===== src/rtl/tt_um_hoene_manchester_decoder_pkg.sv =====
// tt_um_hoene_manchester_decoder_pkg: shared widths and FSM states for the Manchester receive/forward chain
package tt_um_hoene_manchester_decoder_pkg;
  localparam int CNT_W = 7;
  localparam int PW_W = 6;
  localparam logic [CNT_W-1:0] CNT_MAX = '1;
  localparam logic [PW_W-2:0] H_MAX = '1;
  typedef enum logic [1:0] {IDLE, MEASURE, DATA, WAIT_LOW} state_t;
endpackage


===== src/rtl/tt_um_hoene_manchester_decoder_if.sv =====
// tt_um_hoene_manchester_decoder_if: serial line in, recovered bit stream and pulse width out
interface tt_um_hoene_manchester_decoder_if;
  import tt_um_hoene_manchester_decoder_pkg::*;
  logic in_line;
  logic out_data;
  logic out_clk;
  logic [PW_W-1:0] out_pulsewidth;
  logic out_active;
  logic out_frame_end;
  modport master(input in_line, output out_data, out_clk, out_pulsewidth, out_active, out_frame_end);
  modport slave(output in_line, input out_data, out_clk, out_pulsewidth, out_active, out_frame_end);
endinterface


===== src/rtl/tt_um_hoene_sync_edge.sv =====
// tt_um_hoene_sync_edge: multi-flop synchronizer with a delayed copy for edge detection
module tt_um_hoene_sync_edge #(
  parameter int SYNC_STAGES = 2
) (
  input  logic clk,
  input  logic rst_n,
  input  logic din,
  output logic level,
  output logic edge_det
);
  logic [SYNC_STAGES-1:0] sync_q;
  logic prev;
  always_ff @(posedge clk or negedge rst_n) begin
    if (!rst_n) begin
      sync_q <= '0;
      prev <= 1'b0;
    end else begin
      sync_q <= {sync_q[SYNC_STAGES-2:0], din};
      prev <= sync_q[SYNC_STAGES-1];
    end
  end
  assign level = sync_q[SYNC_STAGES-1];
  assign edge_det = level ^ prev;
endmodule


===== src/rtl/tt_um_hoene_manchester_decoder.sv =====
// tt_um_hoene_manchester_decoder: recovers Manchester bits and the bit period measured from the start bit
module tt_um_hoene_manchester_decoder
  import tt_um_hoene_manchester_decoder_pkg::*;
#(
  parameter int SYNC_STAGES = 2,
  parameter int MIN_HALF = 2
) (
  input logic clk,
  input logic rst_n,
  tt_um_hoene_manchester_decoder_if.master bus
);
  state_t state, state_n;
  logic [CNT_W-1:0] cnt, cnt_n, q_lim, t_lim;
  logic [PW_W-2:0] h, h_n, h_clamp;
  logic [PW_W-1:0] pw, pw_n;
  logic level, edge_det, data, data_n, strobe, strobe_n, fe, fe_n, active;
  tt_um_hoene_sync_edge #(.SYNC_STAGES(SYNC_STAGES)) u_sync (
    .clk(clk), .rst_n(rst_n), .din(bus.in_line), .level(level), .edge_det(edge_det)
  );
  assign h_clamp = (cnt > CNT_W'(H_MAX)) ? H_MAX : cnt[PW_W-2:0];
  // Mid-bit edges land near 2H after the last one, boundary edges near H; 1.5H splits them
  assign q_lim = CNT_W'(h) + CNT_W'(h >> 1);
  assign t_lim = q_lim + CNT_W'(h);
  always_comb begin
    state_n = state;
    cnt_n = (cnt == CNT_MAX) ? cnt : cnt + 1'b1;
    h_n = h;
    pw_n = pw;
    data_n = data;
    strobe_n = 1'b0;
    fe_n = 1'b0;
    case (state)
      IDLE: if (edge_det && level) begin
        state_n = MEASURE;
        cnt_n = CNT_W'(1);
      end
      MEASURE: if (edge_det && !level) begin
        if (cnt < CNT_W'(MIN_HALF)) state_n = IDLE;
        else begin
          h_n = h_clamp;
          pw_n = {h_clamp, 1'b0};
          data_n = 1'b1;
          strobe_n = 1'b1;
          cnt_n = CNT_W'(1);
          state_n = DATA;
        end
      end else if (cnt == CNT_MAX) state_n = WAIT_LOW;
      DATA: if (edge_det) begin
        if (cnt >= q_lim) begin
          data_n = !level;
          strobe_n = 1'b1;
          cnt_n = CNT_W'(1);
        end
      end else if (cnt > t_lim) begin
        fe_n = 1'b1;
        state_n = level ? WAIT_LOW : IDLE;
      end
      WAIT_LOW: if (!level) state_n = IDLE;
      default: state_n = IDLE;
    endcase
  end
  always_ff @(posedge clk or negedge rst_n) begin
    if (!rst_n) begin
      state <= IDLE;
      cnt <= '0;
      h <= '0;
      pw <= '0;
      data <= 1'b0;
      strobe <= 1'b0;
      fe <= 1'b0;
      active <= 1'b0;
    end else begin
      state <= state_n;
      cnt <= cnt_n;
      h <= h_n;
      pw <= pw_n;
      data <= data_n;
      strobe <= strobe_n;
      fe <= fe_n;
      active <= (state_n == DATA);
    end
  end
  assign bus.out_data = data;
  assign bus.out_clk = strobe;
  assign bus.out_pulsewidth = pw;
  assign bus.out_active = active;
  assign bus.out_frame_end = fe;
endmodule

===== src/flat_wrapper.sv =====
// flat-port wrapper written by rule: the top's interface ports become plain ports
module tt_um_hoene_manchester_decoder_flat import tt_um_hoene_manchester_decoder_pkg::*;
#(
  parameter int SYNC_STAGES = 2,
  parameter int MIN_HALF = 2
)
  (clk, rst_n, bus_in_line, bus_out_data, bus_out_clk, bus_out_pulsewidth, bus_out_active, bus_out_frame_end);
  tt_um_hoene_manchester_decoder_if bus_i ();
  input logic clk;
  input logic rst_n;
  input wire logic [$bits(bus_i.in_line)-1:0] bus_in_line;
  output wire logic [$bits(bus_i.out_data)-1:0] bus_out_data;
  output wire logic [$bits(bus_i.out_clk)-1:0] bus_out_clk;
  output wire logic [$bits(bus_i.out_pulsewidth)-1:0] bus_out_pulsewidth;
  output wire logic [$bits(bus_i.out_active)-1:0] bus_out_active;
  output wire logic [$bits(bus_i.out_frame_end)-1:0] bus_out_frame_end;
  assign bus_i.in_line = bus_in_line;
  assign bus_out_data = bus_i.out_data;
  assign bus_out_clk = bus_i.out_clk;
  assign bus_out_pulsewidth = bus_i.out_pulsewidth;
  assign bus_out_active = bus_i.out_active;
  assign bus_out_frame_end = bus_i.out_frame_end;
  tt_um_hoene_manchester_decoder #(.SYNC_STAGES(SYNC_STAGES), .MIN_HALF(MIN_HALF)) u_core (.clk(clk), .rst_n(rst_n), .bus(bus_i));
endmodule

===== config.mk =====
export PLATFORM = sky130hd
export DESIGN_NAME = tt_um_hoene_manchester_decoder_flat
export DESIGN_NICKNAME = d
export VERILOG_FILES = /design/src/rtl/tt_um_hoene_manchester_decoder_pkg.sv /design/src/rtl/tt_um_hoene_manchester_decoder_if.sv /design/src/rtl/tt_um_hoene_sync_edge.sv /design/src/rtl/tt_um_hoene_manchester_decoder.sv /design/src/flat_wrapper.sv
export SDC_FILE = /design/constraint.sdc
export NUM_CORES = 1
export LEC_CHECK = 0
export CORE_MARGIN = 1.5
export CORE_UTILIZATION = 63
export CTS_CLUSTER_SIZE = 30
export DETAILED_ROUTE_END_ITERATION = 8
export GPL_TIMING_DRIVEN = 0
export MAX_ROUTING_LAYER = met4
export PLACE_DENSITY_LB_ADDON = 0.3
export REMOVE_ABC_BUFFERS = 1
export SLEW_MARGIN = 20
export SYNTH_ARGS = -nofsm -noshare
export SYNTH_HDL_FRONTEND = slang
export SYNTH_SLANG_ARGS = --single-unit

===== constraint.sdc =====
create_clock -name clk -period 9.2 [get_ports clk]
set_input_delay 1.84 -clock clk [delete_from_list [all_inputs] [get_ports clk]]
set_output_delay 1.84 -clock clk [all_outputs]
set_load 0.02 [all_outputs]

* After elaboration in Yosys (flattened, before gate mapping)
Cells that the tools add are included.
Storage, ports and cells: word-level logic and storage cells 64, bits of input ports 3, flip-flop bits (word level) 21
Operators by class: muxes and demuxes 30, bitwise logic cells 2, magnitude comparators 4, add/sub/neg operators 3, eq/ne operators 9, reductions and logical operators 7
Operator list (count):
- 7-bit 2-to-1 mux | 6
- 7-bit case mux with 3 select lines | 1
- 2-bit 2-to-1 mux | 8
- 1-bit 2-to-1 mux | 11
- 2-bit case mux with 4 select lines | 1
- 7-bit by 1-bit adder with 7-bit output (second input constant) | 1
- 7-bit by 5-bit adder with 7-bit output | 1
- 7-bit equality test (second input constant) | 1
- 7-bit >= comparator | 1
- 7-bit by 5-bit > comparator with 1-bit output (second input constant) | 1
- 7-bit > comparator | 1
- 7-bit by 2-bit less-than comparator with 1-bit output (second input constant) | 1
- 5-bit by 4-bit adder with 6-bit output | 1
- 2-bit equality test (second input constant) | 3
- 2-bit by 1-bit inequality test with 1-bit output (second input constant) | 3
- 5-bit 2-to-1 mux | 1
- 5-bit AND reduction | 1
- 1-bit case mux with 2 select lines | 2
- 3-bit AND reduction | 1
- 2-bit by 1-bit equality test with 1-bit output (second input constant) | 1
- 1-bit logical AND | 2
- 2-bit logical NOT | 1
- 2-bit inequality test (second input constant) | 1
- 2-bit nonzero test | 1
- 3 further kinds | 3

* Longest topological paths before layout
Gate-level depths: netlist (run 1).
word-level depth 7, mapped depth 15, gate-level depth less buffers 15

* By module
A second synthesis (run 1) with hierarchy kept.
Second synthesis, totals: cell total of the unflattened synthesis 205, area, all modules 1895.6 µm²
By module, submodules not included:
- tt_um_hoene_manchester_decoder | instances 1, area an instance 1811.7 µm², cells each 201
- tt_um_hoene_sync_edge | instances 1, area an instance 83.8 µm², cells each 4

* Worst setup path before layout (run 1)
No wires, ideal clock.
path type register -> register, from reg u_core.h[1], to reg u_core.active, in the netlist u_core.bus.out_active, setup slack 5.500 ns, clock period less this slack 3.700 ns, setup time 0.087 ns, stages on the path, launching flop included 15, arrival 3.613 ns, path buffers 0, cells stage by stage dfrtp_1 -> ha_1 -> fa_1 -> ha_1 -> a21o_1 -> a21o_1 -> a31oi_1 -> o221ai_1 -> xor2_1 -> ha_1 -> nand4_1 -> a21oi_1 -> o221ai_1 -> or4_1 -> a22oi_1
On the way: longest elaborated chain between the ends 7
RTL lines:
- from (decl) | line tt_um_hoene_manchester_decoder.sv:14 | logic [PW_W-2:0] h, h_n, h_clamp;
- from (signal assigned) | line tt_um_hoene_manchester_decoder.sv:75 | h <= h_n;
- 5-bit by 4-bit adder with 6-bit output | line tt_um_hoene_manchester_decoder.sv:22 | assign q_lim = CNT_W'(h) + CNT_W'(h >> 1);
- 7-bit by 5-bit adder with 7-bit output (*) | line tt_um_hoene_manchester_decoder.sv:23 | assign t_lim = q_lim + CNT_W'(h);
- 7-bit > comparator (*) | line tt_um_hoene_manchester_decoder.sv:54 | end else if (cnt > t_lim) begin
- 2-bit 2-to-1 mux (*) | line tt_um_hoene_manchester_decoder.sv:54
- 2-bit 2-to-1 mux (*) | line tt_um_hoene_manchester_decoder.sv:48 | DATA: if (edge_det) begin
- 2-bit case mux with 4 select lines (*) | line tt_um_hoene_manchester_decoder.sv:32 | case (state)
- 2-bit equality test (*) | line tt_um_hoene_manchester_decoder.sv:80 | active <= (state_n == DATA);
- to (signal assigned) | line tt_um_hoene_manchester_decoder.sv:80
- to (decl) | line tt_um_hoene_manchester_decoder.sv:16 | logic level, edge_det, data, data_n, strobe, strobe_n, fe, fe_n, active;
Mark *: on every way between the ends. The rest lies on a longest branch, timed or not. A chain may end at the register's enable or synchronous reset.

* Final worst setup path (run 1)
Same ends and word-level chain as after synthesis.

==> results of run 1 <==
-- worst paths after layout --
path                                                   start                           endpoint  slack, ns  cells past startpoint
min reg2reg                u_core.u_sync.sync_q[0]$_DFF_PN0_  u_core.u_sync.sync_q[1]$_DFF_PN0_       0.37                      0
max in group asynchronous                              rst_n            u_core.cnt[4]$_DFF_PN0_       7.42                      1
max reg2reg                          u_core.h[1]$_DFFE_PN0P_    u_core.bus.out_active$_DFF_PN0_       5.11                     14
min                        u_core.u_sync.sync_q[0]$_DFF_PN0_  u_core.u_sync.sync_q[1]$_DFF_PN0_       0.37                      0
min in group asynchronous                              rst_n    u_core.bus.out_active$_DFF_PN0_       1.45                      1
max                                  u_core.h[1]$_DFFE_PN0P_    u_core.bus.out_active$_DFF_PN0_       5.11                     14
-- stage by stage --
stage | utilization | worst slack [ns]
6_report | 0.710 | 5.11
5_1_grt | 0.710 | 4.84
4_1_cts | 0.711 | 5.16
3_5_place_dp | 0.700 | 5.20
3_3_place_gp | 0.700 | 5.25
2_1_floorplan | - | 5.50
-- per-layer routing --
metal | GRT usage | part of all wire | vias to the layer above
met2 | 0.435 | 0.49 | 40
met1 | 0.342 | 0.45 | 701
li1 | - | - | 716
met3 | 0.0349 | 0.045 | 7
met5 | - | 0 | -
met4 | 0.0782 | 0.015 | 0
-- synthesized netlist by cell type (4+ instances only) --
cell and count:
dfrtp_1 21, a211oi_1 4, nand2_1 8, ha_1 31
o21ai_0 6, a21o_1 6, xor2_1 6, a21oi_1 18
nor2_1 7, nor3_1 5, nand3_1 8, inv_1 17
-- placed cells by master (no fill, tap or decap), types with 3 or more instances in the layout --
| master | Yosys | layout |
|---|---|---|
| a211oi_1 | 4 | 4 |
| nand3_1 | 8 | 8 |
| xor2_1 | 6 | 6 |
| a22oi_1 | 3 | 3 |
| nor3_1 | 5 | 5 |
| a211o_1 | 3 | 3 |
| nand2_1 | 8 | 8 |
| dfrtp_1 | 21 | 21 |
| xnor2_1 | 3 | 3 |
| a21oi_1 | 18 | 18 |
| ha_1 | 31 | 31 |
| clkdlybuf4s50_1 | 0 | 10 |
| nor2_1 | 7 | 7 |
| a21o_1 | 6 | 6 |
| inv_1 | 17 | 17 |
| nand2b_1 | 3 | 3 |
| o21ai_0 | 6 | 6 |
| clkbuf_4 | 0 | 3 |
-- registers in the layout, summed over array words and instances, names as in the netlist --
name and cells:
u_core.state 2, u_core.bus.out_clk 1, u_core.bus.out_active 1, u_core.u_sync.prev 1, u_core.bus.out_data 1, u_core.h 5
u_core.bus.out_frame_end 1, u_core.cnt 7, u_core.u_sync.sync_q 2
-- layout make-up --
cell class	count	area, um2	share of cell area
timing repair buffer	11	105	0.0547
tap	31	38.8	0.0202
clock buffer	3	22.5	0.0117
multi-input combinational	148	1160	0.603
inverter	17	63.8	0.0332
sequential	21	526	0.273
clock inverter	1	7.51	0.00390
-- worst max-delay path, delay by kind of cell (launching register included) --
family	cells	cell delay [ns]
XOR/XNOR	2	0.45
AO/OA/AOI/OAI	6	1.15
AND/OR/NAND/NOR	2	0.64
adder cells (fa/ha/maj)	4	1.26
flip-flops	1	0.50
-- logic make-up (layout without fill, tap and decap cells) --
family          after synthesis  after routing  share of synthesized area
compound gates               58             58                      0.223
xor+xnor                      9              9                     0.0445
fa+ha+maj                    33             33                      0.241
buf+inv                      21             32                     0.0494
flops                        21             21                      0.296
mux                           2              2                     0.0113
other cells                   1              1                    0.00212
simple gates                 45             45                      0.132
==> metrics.md, run 1 <==
| Metric | Value |
|---|---|
| Via density | `6.31` |
| Mean Syn Cell Area | `9.33 um2` |
| Clock Sinks | `21` |
| Routed WL per cell | `16.0 um` |
| CTS tree | `built` |
| # rows | `19` |
| Placed cell count | `228` |
| Crit Path Class | `flop to flop` |
| Initial DRT Pass Iterations | `4` |
| Area growth from synthesis to layout | `8.47%` |
| Setup Fix Bufs, Post-CTS | `0` |
| Cell Count, Final, Fillers Out | `232` |
| Synth cell types | `45` |
| Finished Cell Area | `1920 um2` |
| Synth area leaders | `dfrtp_1, ha_1, a21oi_1` |
| Final worst path period need | `4.09 ns` |
| Layout cell share with drive strength beyond 1 | `0.0448` |
| Final setup fails | `0` |
| Clock buffer depth | `2` |
| Hold Vio Cnt, Final | `0` |
| Total negative slack | `0 ns` |
| CTS clk-pin slew, worst paths | `0.13 ns` |
| CP Cell Sequence | `ha_1, fa_1, xor2_1, ha_1, a21o_1, a31oi_1, o221ai_1, xor2_1, ha_1, nand4_1, a21oi_1, o221ai_1, or4_1, a22oi_1` |
| Largest net degree at the start of global routing | `22` |
| Slew margin rel. | `0.502` |
| Slowest-stage cell, CP | `or4_1` |
| Via count | `1464` |
| Crit path DAT | `4.34 ns` |
| Detail Route Antenna Nets | `0` |
| Vias in the first global route | `1443` |
| Drt drc | `0` |
| Global-route wire length before repair | `6.43 mm` |
| Post-Synthesis Cells | `190` |
| WHS | `0.373 ns` |
| Worst setup SP type | `flop` |
| Full die area | `3140 um2` |
| Fmax | `244 MHz` |
| Initial antenna violation count | `0` |
| DRT iter0 DRCs | `57` |
| Async set or reset register ratio after synthesis | `1.00` |
| Worst Tran Pin Value | `0.743 ns` |
| Die X | `56.1 um` |
| DP Area | `1900 um2` |
| # fillers | `207` |
| Clk_skew | `0.00539 ns` |
| Most used DFF post-synth | `dfrtp_1` |
| Top-area cell type share of the netlist area | `0.296` |
| Net count, final | `238` |
| IO Port Bufs | `11` |
| Max FO, Critical Path | `7` |
| N_diodes | `0` |
| Ports | `13` |
| Register area share after synthesis | `0.296` |
| Synth area leader | `dfrtp_1` |
| Yosys reg bits | `21` |
| MaxCap Viol Count | `0` |
| Dpl hpwl | `2.90 mm` |
| CTS Hold Bufs | `0` |
| Remaining global-route overflow | `0` |
| Hold Path Class | `flop to flop` |
| Area of the mapped netlist | `1770 um2` |
| Root Driver | `clkbuf_4` |
| Routability-driven placement congestion ratio | `0.906` |
| Final wirelength | `3.71 mm` |
| Total GRT Usage | `0.265` |
| Critical Path Sink Type | `flop` |
| Req. time, crit path | `9.45 ns` |
| Final Max Tran Viols | `0` |
| Worst skew pair latency | `0.32 ns` |
| H-tree levels | `1` |
| Tcrit/Tclk final | `0.445` |
| Starting Density | `0.654` |
| DIE HEIGHT | `56.1 um` |
| EDFF count, synth | `0` |
| RSZ-0062 raised after global routing | `no` |
| Crit-path most repeated cell | `ha_1` |
| Slowest stage delay, CP | `0.52 ns` |
| Yosys warns | `0` |
| Core footprint | `2710 um2` |
| CTS Buf Count | `3` |
| Resized cells post-CTS | `0` |
| Outcome | `complete, no violations` |
Power of run 1 is not shown: default switching activity piles up to over one toggle a cycle in this logic, so the estimate is an artifact.
==> run 2: changes to the inputs <==
--- a/config.mk
+++ b/config.mk
@@ -6,7 +6,7 @@
 export NUM_CORES = 1
 export LEC_CHECK = 0
 export CORE_MARGIN = 1.5
-export CORE_UTILIZATION = 63
+export CORE_UTILIZATION = 59
 export CTS_CLUSTER_SIZE = 30
 export DETAILED_ROUTE_END_ITERATION = 8
 export GPL_TIMING_DRIVEN = 0
==> constraint.sdc (replaced) <==
create_clock -name clk -period 3.8 [get_ports clk]
set_input_delay 0.76 -clock clk [delete_from_list [all_inputs] [get_ports clk]]
set_output_delay 0.76 -clock clk [all_outputs]
set_load 0.02 [all_outputs]
==> run 2 against run 1 <==
Net effect:
- the flow now finishes with violations (design-rule violations, negative setup slack)
- non-clock buffer count increased by 7
- cell count grew 3.0%
- worst hold slack lost 0.0063 ns
- die area increased by 6.4%
- via count rose by 5.7%
- clock-buffer cell count unchanged
- wire length up 9.0%
- sequential share of layout area is 1.5 points lower
- clock skew is 0.0021 ns lower
- critical endpoint unchanged
==> metrics.md, run 2 (synthesis gave the netlist of run 1 again) <==
| Metric | Value |
|---|---|
| Outcome | `finished, violations left` |
| Failing checks | `design-rule violations, negative setup slack` |
| Starting Density | `0.632 (-0.0222)` |
| Hold Vio Cnt, Final | `0 (unchanged)` |
| Slew margin rel. | `0.369 (-0.132)` |
| Vias in the first global route | `1479 (+2.5%)` |
| Fmax | `263 MHz (+7.5%)` |
| Clock Sinks | `21 (unchanged)` |
| Most frequent cells in the layout | `ha_1, dfrtp_1, inv_1` |
| DIE HEIGHT | `57.8 um (+3.1%)` |
| Initial DRT Pass Iterations | `6 (+2)` |
| Clock buffer depth | `2 (unchanged)` |
| Worst path bufs/invs | `1 (+1)` |
| Area growth from synthesis to layout | `15.0%` |
| Ports | `13 (unchanged)` |
| Full die area | `3340 um2 (+6.4%)` |
| RSZ-0062 raised after global routing | `yes` |
| Worst skew pair latency | `0.31 ns (about the same)` |
| Tcrit/Tclk final | `1.00 (+0.557)` |
| Global-route wire length before repair | `6.85 mm (+6.5%)` |
| Root Driver | `clkbuf_4` |
| Critical Path Sink Type | `flop` |
| Most flops, register | `u_core.cnt` |
| Hold path startpoint | `u_core.u_sync.sync_q[0]$_DFF_PN0_` |
| Crit path DAT | `4.04 ns (-0.30 ns)` |
| Largest net degree at the start of global routing | `22 (unchanged)` |
| Most common cell after layout, fill and taps aside | `ha_1` |
| CTS clk-pin slew, worst paths | `0.13 ns (about the same)` |
| CTS Buf Count | `3 (unchanged)` |
| Reg2Reg Launch Point | `u_core.h[1]$_DFFE_PN0P_` |
| Layout cell share with drive strength beyond 1 | `0.111 (+0.0658)` |
| Worst Tran Pin Value | `0.943 ns (+0.200 ns)` |
| Max FO, Critical Path | `4 (-3)` |
| Routed WL per cell | `16.9 um (+5.9%)` |
| CTS tree | `built` |
| Routability-driven placement congestion ratio | `0.942 (+3.9%)` |
| Via count | `1548 (+5.7%)` |
| H-tree levels | `1 (unchanged)` |
| Final worst path period need | `3.81 ns (-0.284 ns)` |
| Hold Path Class | `flop to flop` |
| DRT iter0 DRCs | `76 (+33%)` |
| MaxCap Viol Count | `0 (unchanged)` |
| Net count, final | `245 (+2.9%)` |
| Final setup fails | `1 (+1)` |
| Origin of the worst setup path | `u_core.h[1]$_DFFE_PN0P_` |
| Final worst slack | `-0.00688 ns (-5.12 ns)` |
| N_diodes | `0 (unchanged)` |
| Die X | `57.8 um (+3.1%)` |
| Crit Path Class | `flop to flop` |
| DP Area | `1900 um2 (unchanged)` |
| Final Core Density | `0.727 (+0.0170)` |
| Final Max Tran Viols | `0 (unchanged)` |
| Largest registers | `u_core.cnt x7, u_core.h x5` |
| Remaining global-route overflow | `0 (unchanged)` |
| Slowest-stage cell, CP | `fa_1` |
| CTS Hold Bufs | `0 (unchanged)` |
| Core footprint | `2810 um2 (+3.5%)` |
| Max FFs per register | `7 (unchanged)` |
| IO Port Bufs | `11 (unchanged)` |
| Via density | `6.48 (+2.6%)` |
| # rows | `19 (unchanged)` |
| Cell family with most CP delay | `compound AO/OA/AOI/OAI gates` |
| Finished Cell Area | `2040 um2 (+6.0%)` |
| Drt drc | `4 (+4)` |
| Worst setup SP type | `flop` |
| Detail Route Antenna Nets | `0 (unchanged)` |
| Clk_skew | `0.00324 ns (-0.00215 ns)` |
| Req. time, crit path | `4.04 ns (-5.41 ns)` |
| CP Cell Sequence | `buf_6, fa_1, ha_1, a21o_1, a21o_1, a31oi_1, o221ai_1, xor2_1, ha_1, nand4_1, a21oi_2, o221ai_2, or4_4, a22oi_1` |
| Final wirelength | `4.05 mm (+9.0%)` |
| Dpl hpwl | `3.02 mm (+4.0%)` |
| Initial antenna violation count | `0 (unchanged)` |
| # fillers | `208 (+0.48%)` |
| Slowest stage delay, CP | `0.57 ns (+0.05 ns)` |
| Total GRT Usage | `0.268 (+0.00333)` |
## run 2: cell types whose count changed in the layout (fill, tap and decap cells not counted), sizes merged
cell / previous run / this run
buf: 1 / 7
clkdlybuf4s50: 10 / 11
## run 2: worst register-to-register path: stages (launching register included)
cell	delay, ns
dfrtp_2	0.46
buf_6	0.13
fa_1	0.57
ha_1	0.23
a21o_1	0.20
a21o_1	0.22
a31oi_1	0.18
o221ai_1	0.16
xor2_1	0.18
ha_1	0.31
nand4_1	0.16
a21oi_2	0.17
o221ai_2	0.16
or4_4	0.46
a22oi_1	0.16
## run 2: through the flow
| stage | setup WS [ns] | cells | hold WS (ns) | TNS (ns) |
|---|---|---|---|---|
| 2_1_floorplan | 0.100 | 186 | 0.331 | 0 |
| 3_3_place_gp | -0.161 | 228 | 0.337 | -0.221 |
| 3_5_place_dp | -0.221 | 228 | 0.339 | -0.398 |
| 4_1_cts | 0.0210 | 237 | 0.372 | 0 |
| 5_1_grt | -0.153 | 239 | 0.375 | -0.336 |
| 6_report | -0.00688 | 239 | 0.366 | -0.00688 |
## run 2: what timing repair did
item | in CTS | in global routing
resized for setup | 5 | 8
endpoints found under the hold margin | 0 | 0
setup endpoints to repair | 3 | 3
setup buffers | 5 | 2
pin swaps | 1 | 7
## run 2: final timing paths
check,to,cells after the start,slack (ns)
max in group asynchronous,u_core.h[1]$_DFFE_PN0P_,1,2.21
max reg2reg,u_core.bus.out_active$_DFF_PN0_,14,-0.007
min,u_core.u_sync.sync_q[1]$_DFF_PN0_,0,0.37
min in group asynchronous,u_core.state[0]$_DFF_PN0_,1,0.96
min reg2reg,u_core.u_sync.sync_q[1]$_DFF_PN0_,0,0.37
max,u_core.bus.out_active$_DFF_PN0_,14,-0.007
## run 2: metal layers
| layer | global-route usage | part of all wire | routed length, um | up-vias |
|---|---|---|---|---|
| li1 | - | - | - | 727 |
| met1 | 0.369 | 0.43 | 1750 | 751 |
| met2 | 0.432 | 0.48 | 1950 | 58 |
| met3 | 0.0335 | 0.069 | 279 | 12 |
| met4 | 0.0465 | 0.018 | 72 | 0 |
| met5 | - | 0 | 0 | - |
## run 2: final cells by class
type | instances | area [um2] | share of cell area
Tap cell | 31 | 38.8 | 0.0190
Timing Repair Buffer | 18 | 166 | 0.0816
Clock buffer | 3 | 22.5 | 0.0110
Multi-Input combinational cell | 148 | 1210 | 0.595
Inverter | 17 | 63.8 | 0.0313
Clock inverter | 1 | 7.51 | 0.00368
Sequential cell | 21 | 527 | 0.258
Power of run 2 is left out for the same reason.
